[src/rtl/irq_ctl.sv]
// rtl/irq_ctl.sv - 8-source memory-mapped interrupt controller for the 65C02 bus
//
// Purpose:
//   Synchronizes 8 asynchronous sources, latches them into a pending register
//   (per-bit edge or level detection), applies a mask and drives a registered
//   irq. Exposes an 8-byte register window at BASE with one-cycle read latency.
//
// Optional feature:
//   IRQ_VECTOR_EN - adds VLO/VHI registers (offsets 5/6) and claims reads of
//   $FFFE/$FFFF, returning VLO | (id << 2) and VHI respectively.
//
// Ports:
//   clk    in   1  clock
//   reset  in   1  synchronous, active-high reset
//   AB     in  16  CPU address bus
//   WE     in   1  CPU write enable
//   DO     in   8  CPU write data
//   DB     out  8  registered read data (cycle after address)
//   sel    out  1  registered; high when DB carries this block's data
//   src    in   8  asynchronous interrupt sources, bit 0 highest priority
//   irq    out  1  registered interrupt request

module irq_ctl #(
  parameter logic [15:0] BASE = 16'hD000
) (
  input  logic        clk,
  input  logic        reset,
  input  logic [15:0] AB,
  input  logic        WE,
  input  logic [7:0]  DO,
  output logic [7:0]  DB,
  output logic        sel,
  input  logic [7:0]  src,
  output logic        irq
);

  logic [7:0] s1_q, s2_q, s3_q;
  logic [7:0] pending_q, pending_d;
  logic [7:0] mask_q, mask_d;
  logic [7:0] edge_q, edge_d;
  logic [7:0] db_q, db_d;
  logic       sel_q, sel_d;
  logic       irq_q, irq_d;
`ifdef IRQ_VECTOR_EN
  logic [7:0] vlo_q, vlo_d;
  logic [7:0] vhi_q, vhi_d;
`endif

  logic       win, wr, rd;
  logic [7:0] masked, w1c, w1s, edge_set, rdata;
  logic       any;
  logic [2:0] id;

  always_comb begin
    win    = (AB[15:3] == BASE[15:3]);
    wr     = win & WE;
    rd     = win & ~WE;
    masked = pending_q & mask_q;
    any    = |masked;

    // Scan from the top so the lowest-numbered set bit is the last to win.
    id = 3'd0;
    for (int i = 7; i >= 0; i--) begin
      if (masked[i]) id = i[2:0];
    end

    w1c      = (wr && AB[2:0] == 3'd0) ? DO : 8'h00;
    w1s      = (wr && AB[2:0] == 3'd4) ? DO : 8'h00;
    edge_set = s2_q & ~s3_q;

    // Edge bits: sticky with W1C; set sources applied after the clear so a
    // same-cycle set wins. Level bits simply follow the synchronized source.
    pending_d = (edge_q & ((pending_q & ~w1c) | edge_set | w1s))
              | (~edge_q & s2_q);

    mask_d = (wr && AB[2:0] == 3'd1) ? DO : mask_q;
    edge_d = (wr && AB[2:0] == 3'd2) ? DO : edge_q;
`ifdef IRQ_VECTOR_EN
    vlo_d  = (wr && AB[2:0] == 3'd5) ? DO : vlo_q;
    vhi_d  = (wr && AB[2:0] == 3'd6) ? DO : vhi_q;
`endif

    irq_d = any;

    rdata = 8'h00;
    case (AB[2:0])
      3'd0:    rdata = masked;
      3'd1:    rdata = mask_q;
      3'd2:    rdata = edge_q;
      3'd3:    rdata = {any, 4'b0000, id};
`ifdef IRQ_VECTOR_EN
      3'd5:    rdata = vlo_q;
      3'd6:    rdata = vhi_q;
`endif
      default: rdata = 8'h00;
    endcase

    db_d  = 8'h00;
    sel_d = 1'b0;
    if (rd) begin
      db_d  = rdata;
      sel_d = 1'b1;
    end
`ifdef IRQ_VECTOR_EN
    // Vector fetch takes precedence in case the window overlaps $FFF8.
    if (!WE && AB == 16'hFFFE) begin
      db_d  = vlo_q | {3'b000, id, 2'b00};
      sel_d = 1'b1;
    end else if (!WE && AB == 16'hFFFF) begin
      db_d  = vhi_q;
      sel_d = 1'b1;
    end
`endif
  end

  always_ff @(posedge clk) begin
    if (reset) begin
      s1_q      <= 8'h00;
      s2_q      <= 8'h00;
      s3_q      <= 8'h00;
      pending_q <= 8'h00;
      mask_q    <= 8'h00;
      edge_q    <= 8'h00;
      db_q      <= 8'h00;
      sel_q     <= 1'b0;
      irq_q     <= 1'b0;
`ifdef IRQ_VECTOR_EN
      vlo_q     <= 8'h00;
      vhi_q     <= 8'h00;
`endif
    end else begin
      s1_q      <= src;
      s2_q      <= s1_q;
      s3_q      <= s2_q;
      pending_q <= pending_d;
      mask_q    <= mask_d;
      edge_q    <= edge_d;
      db_q      <= db_d;
      sel_q     <= sel_d;
      irq_q     <= irq_d;
`ifdef IRQ_VECTOR_EN
      vlo_q     <= vlo_d;
      vhi_q     <= vhi_d;
`endif
    end
  end

  assign DB  = db_q;
  assign sel = sel_q;
  assign irq = irq_q;

endmodule
[config.mk]
export PLATFORM = sky130hd
export DESIGN_NAME = irq_ctl
export DESIGN_NICKNAME = d
export VERILOG_FILES = /design/src/rtl/irq_ctl.sv
export SDC_FILE = /design/constraint.sdc
export NUM_CORES = 1
export LEC_CHECK = 0
export CORE_UTILIZATION = 53
export CTS_BUF_LIST = sky130_fd_sc_hd__clkbuf_4 sky130_fd_sc_hd__clkbuf_8
export DETAILED_ROUTE_END_ITERATION = 6
export PLACE_DENSITY = 0.82
export SYNTH_ARGS = -nofsm -noshare
export SYNTH_HDL_FRONTEND = slang
export SYNTH_SLANG_ARGS = --single-unit
[constraint.sdc]
create_clock -name clk -period 2.6 [get_ports clk]
set_input_delay 0.39 -clock clk [delete_from_list [all_inputs] [get_ports clk]]
set_output_delay 0.39 -clock clk [all_outputs]
set_load 0.005 [all_outputs]
; ---- Word level (Yosys, flattened, before mapping)
; Index checks and enable logic that the tools add are counted.
; Widths: inputs -> output; s select.
[word_totals]
out_inout_bits = 10
elab_cells = 48
register_bits = 58
[op_classes]
n_reduce_logical = 7
n_bitwise = 15
n_eq_ne = 5
mux = 12
[op_table]
columns = cell, count
row1 = $and 8x8->8, 5
row2 = $pmux 8 s4, 1
row3 = $mux 3, 8
row4 = $not 8->8, 3
row5 = $or 8x8->8, 3
row6 = $mux 8, 2
row7 = $eq 13x13->1 const B, 1
row8 = $reduce_or 8->1, 1
row9 = $eq 3x2->1 const B, 2
row10 = $logic_and 1x1->1, 4
row11 = $eq 3x1->1 const B, 1
row12 = $eq 3x3->1 const B, 1
row13 = $logic_not 3->1, 1
row14 = $and 1x1->1, 2
row15 = $not 1->1, 2
row16 = $reduce_or 2->1, 1
row17 = $mux 1, 1

; ---- Depth between registers and ports, before layout
; Gate-level depths: netlist of the first run.
[logic_depth]
ltp_word = 10
depth_mapped = 6

; ---- Least setup slack after synthesis of the first run
; OpenSTA, ideal clock, no wires.
[synth_timing]
kind = input to register
startpoint = in AB[8]
endpoint = reg pending_q[2]
required_ns = 2.466
path_slack_ns = 0.484
path_stages = 6
t_arrival_ns = 1.983
setup_ns = 0.134
cell_sequence = or4_4 > or3_4 > or3_1 > buf_2 > o21ai_1 > a211oi_1
[synth_via]
elab_chain_cells = 10
[synth_rtl]
columns = element, line
row1 = start: declaration, 28  ; input logic [15:0] AB,
row2 = $eq 13x13->1 (*), 55  ; win = (AB[15:3] == BASE[15:3]);
row3 = $and 1x1->1 (*), 56  ; wr = win & WE;
row4 = $logic_and 1x1->1, 67  ; w1c = (wr && AB[2:0] == 3'd0) ? DO : 8'h00;
row5 = $mux 8, 67
row6 = $not 8->8, 73  ; pending_d = (edge_q & ((pending_q & ~w1c) | edge_set | w1s))
row7 = $and 8x8->8, 73
row8 = $or 8x8->8, 73
row9 = $or 8x8->8 (*), 73
row10 = $and 8x8->8 (*), 73
row11 = $or 8x8->8 (*), 74  ; | (~edge_q & s2_q);
row12 = end signal: assignment, 135  ; pending_q <= pending_d;
row13 = end: declaration, 38  ; logic [7:0] pending_q, pending_d;
; Every way passes the cells marked *; elsewhere a longest branch is shown, timed or not.
; A chain may end at the register's enable or synchronous reset.

; ---- Worst setup path in the final report of the first run
[layout_timing]
startpoint = in AB[8]
endpoint = reg pending_q[7]
; Same word-level chain as after synthesis.

==> metrics.cfg, run 1 <==
[critical_path]
required_ns = 2.80
critPathMaxFanout = 8
cp-start-kind = input port
arrival_ns = 2.54
worstSetupPathType = input port to flop
cp-end-kind = flop

[timing]
slew_violations = 0
worstMarginPinSlew_ns = 0.490
setup_viol = 0
fin_crit_ns = 2.34
finalHoldViolCount = 0
fin_crit_sh = 0.902
layout_setup_ws_ns = 0.255
fin_tns_setup_ns = 0
fin_skew_ns = 0.00491
slew_headroom = 0.670
whs_ns = 0.435
fmax_mhz = 426
rsz0062_at_grt = no

[power]
p_comb_frac = 0.054
vdd_drop_max_mv = 0.451
p_sw_frac = 0.196
pwr-share-clk = 0.506
power_per_cell_area_nw_per_um2 = 687
p_int_uw = 1670
p_sw_uw = 407
p_leak_uw = 0.00123
p_seq_frac = 0.440

[clock_network]
postCtsHoldBufs = 0
insertion_delay_ns = 0.34
cts_tree = built
root_buffer = clkbuf_8
cts_buffers = 9
htree_levels = 3
cts_max_path_buffers = 2
path_clk_slew_ns = 0.07
cts_setup_buffers = 0
cts_resized = 0
cts_sinks = 58

[synthesis]
yosysUniqueCellTypes = 32
synth_edf_count = 0
synth_flop_cell = dfxtp_1
syn_nets = 284
ys_seq_elements = 58
seq_area_frac_synth = 0.518
ys_warn_count = 0
avgSynthCellArea_um2 = 9.00
synthCells = 249
syn_area_um2 = 2240
async_flop_share = 0

[placement]
dp_hpwl_mm = 3.25
gp_congestion = 0.849
dp_slack_ns = -0.0880
placed_area_um2 = 2770
dp_cells = 342
io_buffers = 44

[layout]
drive_above_1_share = 0.0974
multi_input_area_um2 = 975
diodes = 0
final_cell_mix = 58 x dfxtp_1, 44 x clkdlybuf4s50_1, 37 x nor2_1
fin_nets = 338
finalNonFillerCells = 358
layout_commonest_cell = dfxtp_1
areaGrowthSynthToFinish_pct = 35.0
final_cell_area_um2 = 3030
register_area_um2 = 1160
fill_cells = 306

[detailed_routing]
vias = 1883
drtIter0Drc = 76
wl_mm = 4.74
vias_per_cell = 5.26
route.detailed.drc = 0
dr.pass1.iters = 4
routedWlPerCell_um = 13.2
ant_nets = 0

[die]
coreArea_um2 = 4030
ioPinCount = 45
dieArea_um2 = 4490
die_y_um = 67.0
initial_core_util = 0.557
fp-row-count = 23
die_x_um = 67.0

[global_routing]
antenna_found_initial = 0
grt_usage = 0.244
grt_pass1_vias = 1682
grt-ovfl-total = 0
grt_pass1_wl_mm = 7.65
grt_max_degree = 50

[worst_hold_path]
hp-class = flop to flop

[run_status]
status = finished, final reports clean

[flow_run]
cap_viol_max_count = 0

## path summary, 6_finish.rpt
kind	from	end	slack, ns	depth (start not counted)
min	s1_q[4]	s2_q[4]	0.43	1
max reg2reg	pending_q[6]	DB[7]	1.38	5
max	AB[8]	pending_q[7]	0.26	6
min reg2reg	s1_q[4]	s2_q[4]	0.43	1
## cells by family (layout without fill, tap and decap cells)
group | after synthesis | in the layout | synth area share
flops | 58 | 58 | 0.518
mux | 16 | 16 | 0.0714
compound gates | 58 | 58 | 0.160
buf+inv | 28 | 87 | 0.0474
simple gates | 89 | 89 | 0.203
## cell usage after synthesis, types with 2 or more instances
library cell | count | area [um^2]
o211ai_1 | 8 | 60.1
a21oi_1 | 16 | 80.1
mux2i_1 | 16 | 160
nand3b_1 | 2 | 15.0
nand3_1 | 4 | 20.0
nor2_1 | 37 | 139
a211oi_1 | 8 | 60.1
dfxtp_1 | 58 | 1160
nor2b_1 | 19 | 119
inv_1 | 19 | 71.3
clkbuf_1 | 8 | 30.0
o21ai_0 | 9 | 45.0
o21ai_1 | 7 | 35.0
a31oi_1 | 3 | 18.8
a22o_1 | 2 | 17.5
or3_1 | 2 | 12.5
or4_1 | 2 | 15.0
a22oi_1 | 2 | 15.0
nand2_1 | 14 | 52.6
## registers in the layout, indices dropped and copies added (netlist names)
signal,cells
mask_q,8
s1_q,8
irq,1
edge_q,8
s2_q,8
DB,8
sel,1
s3_q,8
pending_q,8
## per-layer routing
metal  GRT usage  vias up  share of wire
met2       0.365       64           0.46
met5           0        -              0
met1       0.285      844           0.45
met4       0.186        0          0.031
li1            -      963              -
met3      0.0788       12          0.058
## final cells by class
cell class	instances	area share
Clock buffer	12	0.0525
Clock inverter	4	0.0322
Inverter	19	0.0236
Multi-Input combinational cell	163	0.322
Sequential cell	58	0.384
Tap cell	50	0.0207
Timing Repair Buffer	52	0.165
## power by group through the flow
stage          Clock, uW  Combinational, uW  Sequential [uW]
2_1_floorplan          0               39.8              932
3_3_place_gp           0                109              934
3_5_place_dp           0                111              934
4_1_cts             1070                112              914
5_1_grt             1110                122              916
6_report            1050                111              915
## through the flow
stage                util  total power, uW
detailed placement  0.688             1040
global placement    0.688             1040
global route        0.751             2150
CTS                 0.751             2090
floorplan               -              972
finish              0.751             2080
## critical path: stages
cell and delay, ns:
clkdlybuf4s50_1 0.40, or4_4 0.53, or3_4 0.41, or3_1 0.53, o21ai_1 0.18, a211oi_1 0.10
(Power assumes the default switching activity.)
==> inputs of run 2 (changes only) <==
--- a/config.mk
+++ b/config.mk
@@ -9,6 +9,7 @@
 export CTS_BUF_LIST = sky130_fd_sc_hd__clkbuf_4 sky130_fd_sc_hd__clkbuf_8
 export DETAILED_ROUTE_END_ITERATION = 6
 export PLACE_DENSITY = 0.82
+export SLEW_MARGIN = 25
 export SYNTH_ARGS = -nofsm -noshare
 export SYNTH_HDL_FRONTEND = slang
 export SYNTH_SLANG_ARGS = --single-unit
==> results of run 2 <==
Final layout, timing and power as in run 1 (identical DEF).
